$ cat config.mk
export PLATFORM = sky130hd
export DESIGN_NAME = minmax_tracker
export DESIGN_NICKNAME = d
export VERILOG_FILES = /design/src/rtl/minmax_tracker.sv
export SDC_FILE = /design/constraint.sdc
export NUM_CORES = 1
export LEC_CHECK = 0
export ABC_AREA = 1
export CAP_MARGIN = 20
export CORE_MARGIN = 3
export CORE_UTILIZATION = 54
export DETAILED_ROUTE_END_ITERATION = 8
export PLACE_DENSITY = 0.9
export SYNTH_ARGS = -nofsm -noshare
export SYNTH_HDL_FRONTEND = slang
export SYNTH_SLANG_ARGS = --single-unit
export TNS_END_PERCENT = 10
$ cat constraint.sdc
create_clock -name clk -period 3.9 [get_ports clk]
set_input_delay 0.975 -clock clk [delete_from_list [all_inputs] [get_ports clk]]
set_output_delay 0.975 -clock clk [all_outputs]
set_load 0.03 [all_outputs]
$ cat src/rtl/minmax_tracker.sv
// minmax_tracker: streaming signed min/max statistics over WINDOW-sample frames.
// Samples are accepted on a valid/ready input. When a frame closes (full window
// or early flush), its result is held on a valid/ready output until taken.
module minmax_tracker #(
  parameter int WIDTH  = 4,
  parameter int WINDOW = 8,
  parameter int CNT_W  = 4
) (
  input  logic             clk,
  input  logic             reset,
  input  logic             in_valid,
  output logic             in_ready,
  input  logic [WIDTH-1:0] in_data,
  input  logic             flush,
  output logic             out_valid,
  input  logic             out_ready,
  output logic [WIDTH-1:0] min_val,
  output logic [WIDTH-1:0] max_val,
  output logic [CNT_W-1:0] min_idx,
  output logic [CNT_W-1:0] max_idx,
  output logic [CNT_W-1:0] count,
  output logic [WIDTH:0]   range_val
);

  localparam logic [CNT_W-1:0] WIN = CNT_W'(WINDOW);

  typedef enum logic [1:0] {IDLE, ACCUM, DONE} state_t;

  // running frame statistics, kept apart from the registered result
  typedef struct packed {
    logic signed [WIDTH-1:0] mn;
    logic signed [WIDTH-1:0] mx;
    logic [CNT_W-1:0]        mn_idx;
    logic [CNT_W-1:0]        mx_idx;
    logic [CNT_W-1:0]        cnt;
  } acc_t;

  state_t state, state_nxt;
  acc_t   acc, acc_nxt;

  logic                    rdy_en;
  logic                    accept;
  logic                    win_hit;
  logic                    enter_done;
  logic signed [WIDTH-1:0] samp;
  logic [WIDTH:0]          rng_nxt;

  // rdy_en is cleared asynchronously by reset and comes back on the first
  // edge after release, so in_ready is low throughout reset
  assign in_ready   = rdy_en && (state != DONE);
  assign accept     = in_valid && in_ready;
  assign out_valid  = (state == DONE);
  assign samp       = in_data;
  assign win_hit    = accept && (acc_nxt.cnt == WIN);
  assign enter_done = (state != DONE) && (state_nxt == DONE);

  // range at WIDTH+1 bits so max-min never overflows
  assign rng_nxt = {acc_nxt.mx[WIDTH-1], acc_nxt.mx} - {acc_nxt.mn[WIDTH-1], acc_nxt.mn};

  // fold the accepted sample into the running statistics
  always_comb begin
    acc_nxt = acc;
    if (accept) begin
      if (state == IDLE) begin
        acc_nxt.mn     = samp;
        acc_nxt.mx     = samp;
        acc_nxt.mn_idx = '0;
        acc_nxt.mx_idx = '0;
        acc_nxt.cnt    = CNT_W'(1);
      end else begin
        // strict compares: ties keep the earliest index
        if (samp < acc.mn) begin
          acc_nxt.mn     = samp;
          acc_nxt.mn_idx = acc.cnt;
        end
        if (samp > acc.mx) begin
          acc_nxt.mx     = samp;
          acc_nxt.mx_idx = acc.cnt;
        end
        acc_nxt.cnt = acc.cnt + CNT_W'(1);
      end
    end
  end

  // frame sequencing: fill, close on full window or flush, hold until taken
  always_comb begin
    state_nxt = state;
    case (state)
      IDLE: begin
        // flush with nothing accepted would be an empty frame; ignore it
        if (accept) state_nxt = (win_hit || flush) ? DONE : ACCUM;
      end
      ACCUM: begin
        if (win_hit || flush) state_nxt = DONE;
      end
      DONE: begin
        if (out_ready) state_nxt = IDLE;
      end
      default: state_nxt = IDLE;
    endcase
  end

  // state register and input-ready enable
  always_ff @(posedge clk or posedge reset) begin
    if (reset) begin
      state  <= IDLE;
      rdy_en <= 1'b0;
    end else begin
      state  <= state_nxt;
      rdy_en <= 1'b1;
    end
  end

  // running statistics update only on accepted samples
  always_ff @(posedge clk or posedge reset) begin
    if (reset) acc <= '0;
    else if (accept) acc <= acc_nxt;
  end

  // result registers load once, on the edge that closes the frame
  always_ff @(posedge clk or posedge reset) begin
    if (reset) begin
      min_val   <= '0;
      max_val   <= '0;
      min_idx   <= '0;
      max_idx   <= '0;
      count     <= '0;
      range_val <= '0;
    end else if (enter_done) begin
      min_val   <= acc_nxt.mn;
      max_val   <= acc_nxt.mx;
      min_idx   <= acc_nxt.mn_idx;
      max_idx   <= acc_nxt.mx_idx;
      count     <= acc_nxt.cnt;
      range_val <= rng_nxt;
    end
  end

endmodule

==> Flow_metrics.wiki <==
{| class="wikitable"
! Metric !! Value
|-
| Status || finished clean
|-
| IR drop worst, VDD || between 0.4 and 0.5 mV
|-
| Type of element launching the critical path || input pin
|-
| Combined global-route utilization of all metal layers || 20.87%
|-
| X dimension of the die || 72.32 um
|-
| Ratio of routed vias to standard cells || 4.982
|-
| Unrepaired setup endpoints after global routing || no
|-
| CP Launch Point || in_data[3]
|-
| Slew at the pin with the worst max-slew slack || ~0.95 ns
|-
| Residual DRC count || 0
|-
| Number of storage elements in the synthesis netlist || 48
|-
| Required time reported for the critical path endpoint || 4.13 ns
|-
| Post-route fraction of the period consumed by the critical path || 93.29%
|-
| Filler cells || 324
|-
| Hold buffers post-CTS || 0
|-
| Cells after synthesis || just under 300
|-
| CTS Root Cell || sky130_fd_sc_hd__clkbuf_8
|-
| Multi-input gate area || 997.2 sq um
|-
| DP HPWL || around 3500 um
|-
| Startpoint of the worst register-to-register path || acc[19]$_DFFE_PP0N_
|-
| Die outline area || 5229 sq um
|-
| Count of distinct cell types in the synthesized netlist || 25
|-
| Buffers added on ports || 35
|-
| Area growth from synthesis to final layout || 21.50%
|-
| Final ANT Viol Nets || 0
|-
| Post-layout minimum cycle time || 3.638 ns
|-
| Power per cell area || 791.3 nW/um^2
|-
| Sequential cell area || 1201 sq um
|-
| Vertical die dimension || a little over 70 um
|-
| Layout cells sized above 1 || 6.805%
|-
| Number of buffers created by CTS || 5
|-
| Effective utilization at floorplan || 57.71%
|-
| Rel. slew slack || between 30% and 40%
|-
| Cells resized by post-CTS repair || 0
|-
| Slack of the worst reg-to-reg path || 1.06 ns
|-
| First-pass GRT wire length || 8459 um
|-
| Syn_nets || between 300 and 400
|-
| R2R cell count || 17
|-
| Largest fanout of any net on the critical path || 6
|-
| Count of synthesis-stage warnings from yosys || 0
|-
| Number of sinks handled by clock tree synthesis || 48
|-
| Initial antenna violation count || 0
|-
| Upper clock frequency limit || 274.9 MHz
|-
| Slew Limit Fails || 0
|-
| Later-pin clock latency in the skew report || 0.30 ns
|-
| Worst Hold Class || reg -> reg
|-
| Mean instance size in the synthesized netlist || 8.023 sq um
|-
| Initial drt markers || 120
|-
| Overflow after GRT || 0
|-
| Number of global-route vias before repair || 1863
|-
| Setup TNS || 0 ns
|-
| Buffers from clock root to sink, at most || 2
|-
| Pre-antenna DRT Iters || 5
|-
| Clk_skew || 0.007451 ns
|-
| Maximum Capacitance Violations || 0
|-
| Post-CTS setup-driven buffer insertion count || 0
|-
| Maximum number of pins on one net before global-route repair || a little under 50
|-
| Setup-failing EPs final || 0
|-
| Row cnt || 23
|-
| Clock tree from TritonCTS || built
|-
| # nets final || 359
|-
| Io pins || 36
|-
| Arrival time at the worst endpoint || 3.87 ns
|-
| Class of the most critical setup path || in -> reg
|-
| Clock slew at the register clock pins of the worst setup and hold paths || 0.09 ns
|-
| Via Count || 1933
|-
| Area of the placeable core || 4115 sq um
|-
| Hold Violations, Final || 0
|-
| Mapped cell area || 2375 sq um
|-
| Leakage || 1.568 nW
|-
| Routed wirelength normalized by instance count || 12.86 um
|-
| Portion of the post-synthesis area used by sequential elements || about half
|-
| Type of destination of the critical path || register
|-
| Depth of the CTS H-tree || 2
|-
| Post-Place Setup Slack || 0.02216 ns
|-
| Final Wtd Congestion || 0.9126
|-
| Total wirelength of the detailed-routed design || 4989 um
|-
| Final worst-path setup slack || 0.2618 ns
|-
| Hold_ws || around 0.48 ns
|-
| End point of the critical path || range_val[4]$_DFFE_PP0P_
|-
| Hold Path Origin || acc[9]$_DFFE_PP0N_
|-
| End of the worst register-to-register path || range_val[4]$_DFFE_PP0P_
|-
| Ant. Diodes || 0
|}
==> cell usage in the layout (no fill, tap or decap), types with 2 or more instances in the layout <==
cell	synthesis	final
sky130_fd_sc_hd__nand2_1	120	120
sky130_fd_sc_hd__dfrtp_1	48	48
sky130_fd_sc_hd__clkdlybuf4s50_1	0	35
sky130_fd_sc_hd__inv_1	34	33
sky130_fd_sc_hd__nand3_1	23	23
sky130_fd_sc_hd__ha_1	12	12
sky130_fd_sc_hd__nor2_1	10	10
sky130_fd_sc_hd__a21oi_1	9	9
sky130_fd_sc_hd__o21ai_1	9	9
sky130_fd_sc_hd__clkbuf_8	0	6
sky130_fd_sc_hd__o21ai_0	5	5
sky130_fd_sc_hd__buf_4	0	5
sky130_fd_sc_hd__nor2_2	3	3
sky130_fd_sc_hd__inv_2	2	3
sky130_fd_sc_hd__nand4_1	2	2
sky130_fd_sc_hd__clkinv_2	1	2
sky130_fd_sc_hd__xnor2_1	2	2
sky130_fd_sc_hd__nor3_1	2	2
==> power breakdown <==
group / switching (mW) / internal, mW
Combinational: 0.723 / 0.462
Sequential: 0.110 / 0.678
Clock: 0.166 / 0.145
==> routing by layer <==
| layer | up-vias | GRT usage [%] | part of all wire, % |
|---|---|---|---|
| met3 | 10 | 4.155 | 4.3 |
| met1 | 868 | 28.74 | 48 |
| met4 | 0 | 9.812 | 1.9 |
| met5 | - | 0 | 0 |
| met2 | 51 | 31.75 | 46 |
| li1 | 1004 | - | - |
==> registers in the layout, indices dropped and copies added, names as in the netlist <==
name and cells:
acc 20, range_val 5, count 4, max_idx 4, max_val 4, min_idx 4
min_val 4, state 2, rdy_en 1
==> worst min path at each step <==
stage | to | slack [ns] | cells after the start
floorplan | acc[10]$_DFFE_PP0N_ | 0.44 | 2
global placement | acc[9]$_DFFE_PP0N_ | 0.46 | 2
detailed placement | acc[9]$_DFFE_PP0N_ | 0.46 | 2
CTS | acc[9]$_DFFE_PP0N_ | 0.48 | 2
global route | acc[4]$_DFFE_PP0N_ | 0.51 | 2
finish | acc[9]$_DFFE_PP0N_ | 0.48 | 2
==> cell usage after synthesis <==
library cell | instances | area share, %
sky130_fd_sc_hd__nand4_1 | 2 | 0.53
sky130_fd_sc_hd__nor2_1 | 10 | 1.6
sky130_fd_sc_hd__a211o_1 | 1 | 0.37
sky130_fd_sc_hd__nand3_2 | 1 | 0.42
sky130_fd_sc_hd__conb_1 | 1 | 0.16
sky130_fd_sc_hd__inv_2 | 2 | 0.32
sky130_fd_sc_hd__xnor2_1 | 2 | 0.74
sky130_fd_sc_hd__or2_2 | 1 | 0.26
sky130_fd_sc_hd__ha_1 | 12 | 6.3
sky130_fd_sc_hd__o21ai_0 | 5 | 1.1
sky130_fd_sc_hd__nand3b_1 | 1 | 0.32
sky130_fd_sc_hd__a21oi_1 | 9 | 1.9
sky130_fd_sc_hd__nand2_1 | 120 | 19
sky130_fd_sc_hd__fa_1 | 1 | 0.84
sky130_fd_sc_hd__buf_6 | 1 | 0.47
sky130_fd_sc_hd__nor3_1 | 2 | 0.42
sky130_fd_sc_hd__o21ai_1 | 9 | 1.9
sky130_fd_sc_hd__nand2_2 | 1 | 0.26
sky130_fd_sc_hd__clkinv_2 | 1 | 0.21
sky130_fd_sc_hd__buf_2 | 5 | 1.1
sky130_fd_sc_hd__nor2_2 | 3 | 0.79
sky130_fd_sc_hd__a21boi_1 | 1 | 0.32
sky130_fd_sc_hd__dfrtp_1 | 48 | 51
sky130_fd_sc_hd__nand3_1 | 23 | 4.8
sky130_fd_sc_hd__inv_1 | 34 | 5.4
==> per-stage QoR <==
| step | util [%] | power, mW | cell area (sq um) | cells |
|---|---|---|---|---|
| after CTS | 70.11 | 2.297 | 2885 | 388 |
| after detailed placement | 67.77 | 1.964 | 2789 | 380 |
| after global placement | 67.77 | 1.936 | 2789 | 380 |
| final | 70.11 | 2.283 | 2885 | 388 |
| after floorplan | - | 1.576 | 2375 | 296 |
| after global routing | 70.11 | 2.474 | 2885 | 388 |
==> critical path: stages <==
cell                              delay [ns]
sky130_fd_sc_hd__clkdlybuf4s50_1        0.47
sky130_fd_sc_hd__ha_1                   0.37
sky130_fd_sc_hd__nand2_1                0.06
sky130_fd_sc_hd__inv_1                  0.05
sky130_fd_sc_hd__nand2_1                0.06
sky130_fd_sc_hd__nand3_1                0.10
sky130_fd_sc_hd__nand3_1                0.17
sky130_fd_sc_hd__nand2_1                0.24
sky130_fd_sc_hd__nand2_1                0.10
sky130_fd_sc_hd__nand2_1                0.09
sky130_fd_sc_hd__ha_1                   0.14
sky130_fd_sc_hd__inv_1                  0.06
sky130_fd_sc_hd__fa_1                   0.41
sky130_fd_sc_hd__a211o_1                0.27
sky130_fd_sc_hd__nand2_1                0.05
sky130_fd_sc_hd__o21ai_0                0.09
sky130_fd_sc_hd__o21ai_1                0.15
==> cells by family after synthesis <==
group	count (synthesis)	synth area share (%)
simple gates	164	28.40
flops	48	50.58
other cells	1	0.1579
compound gates	25	5.532
fa+ha+maj	13	7.165
xor+xnor	2	0.7378
buf+inv	43	7.428
==> cell type report <==
class / instances / share of cell area, %
multi-input cells: 205 / 34.56
well taps: 50 / 2.168
flip-flops and latches: 48 / 41.63
clock inverters: 2 / 0.4770
inverters: 37 / 4.857
clock buffers: 6 / 2.862
repair buffers: 40 / 13.44
(Power assumes the default switching activity.)
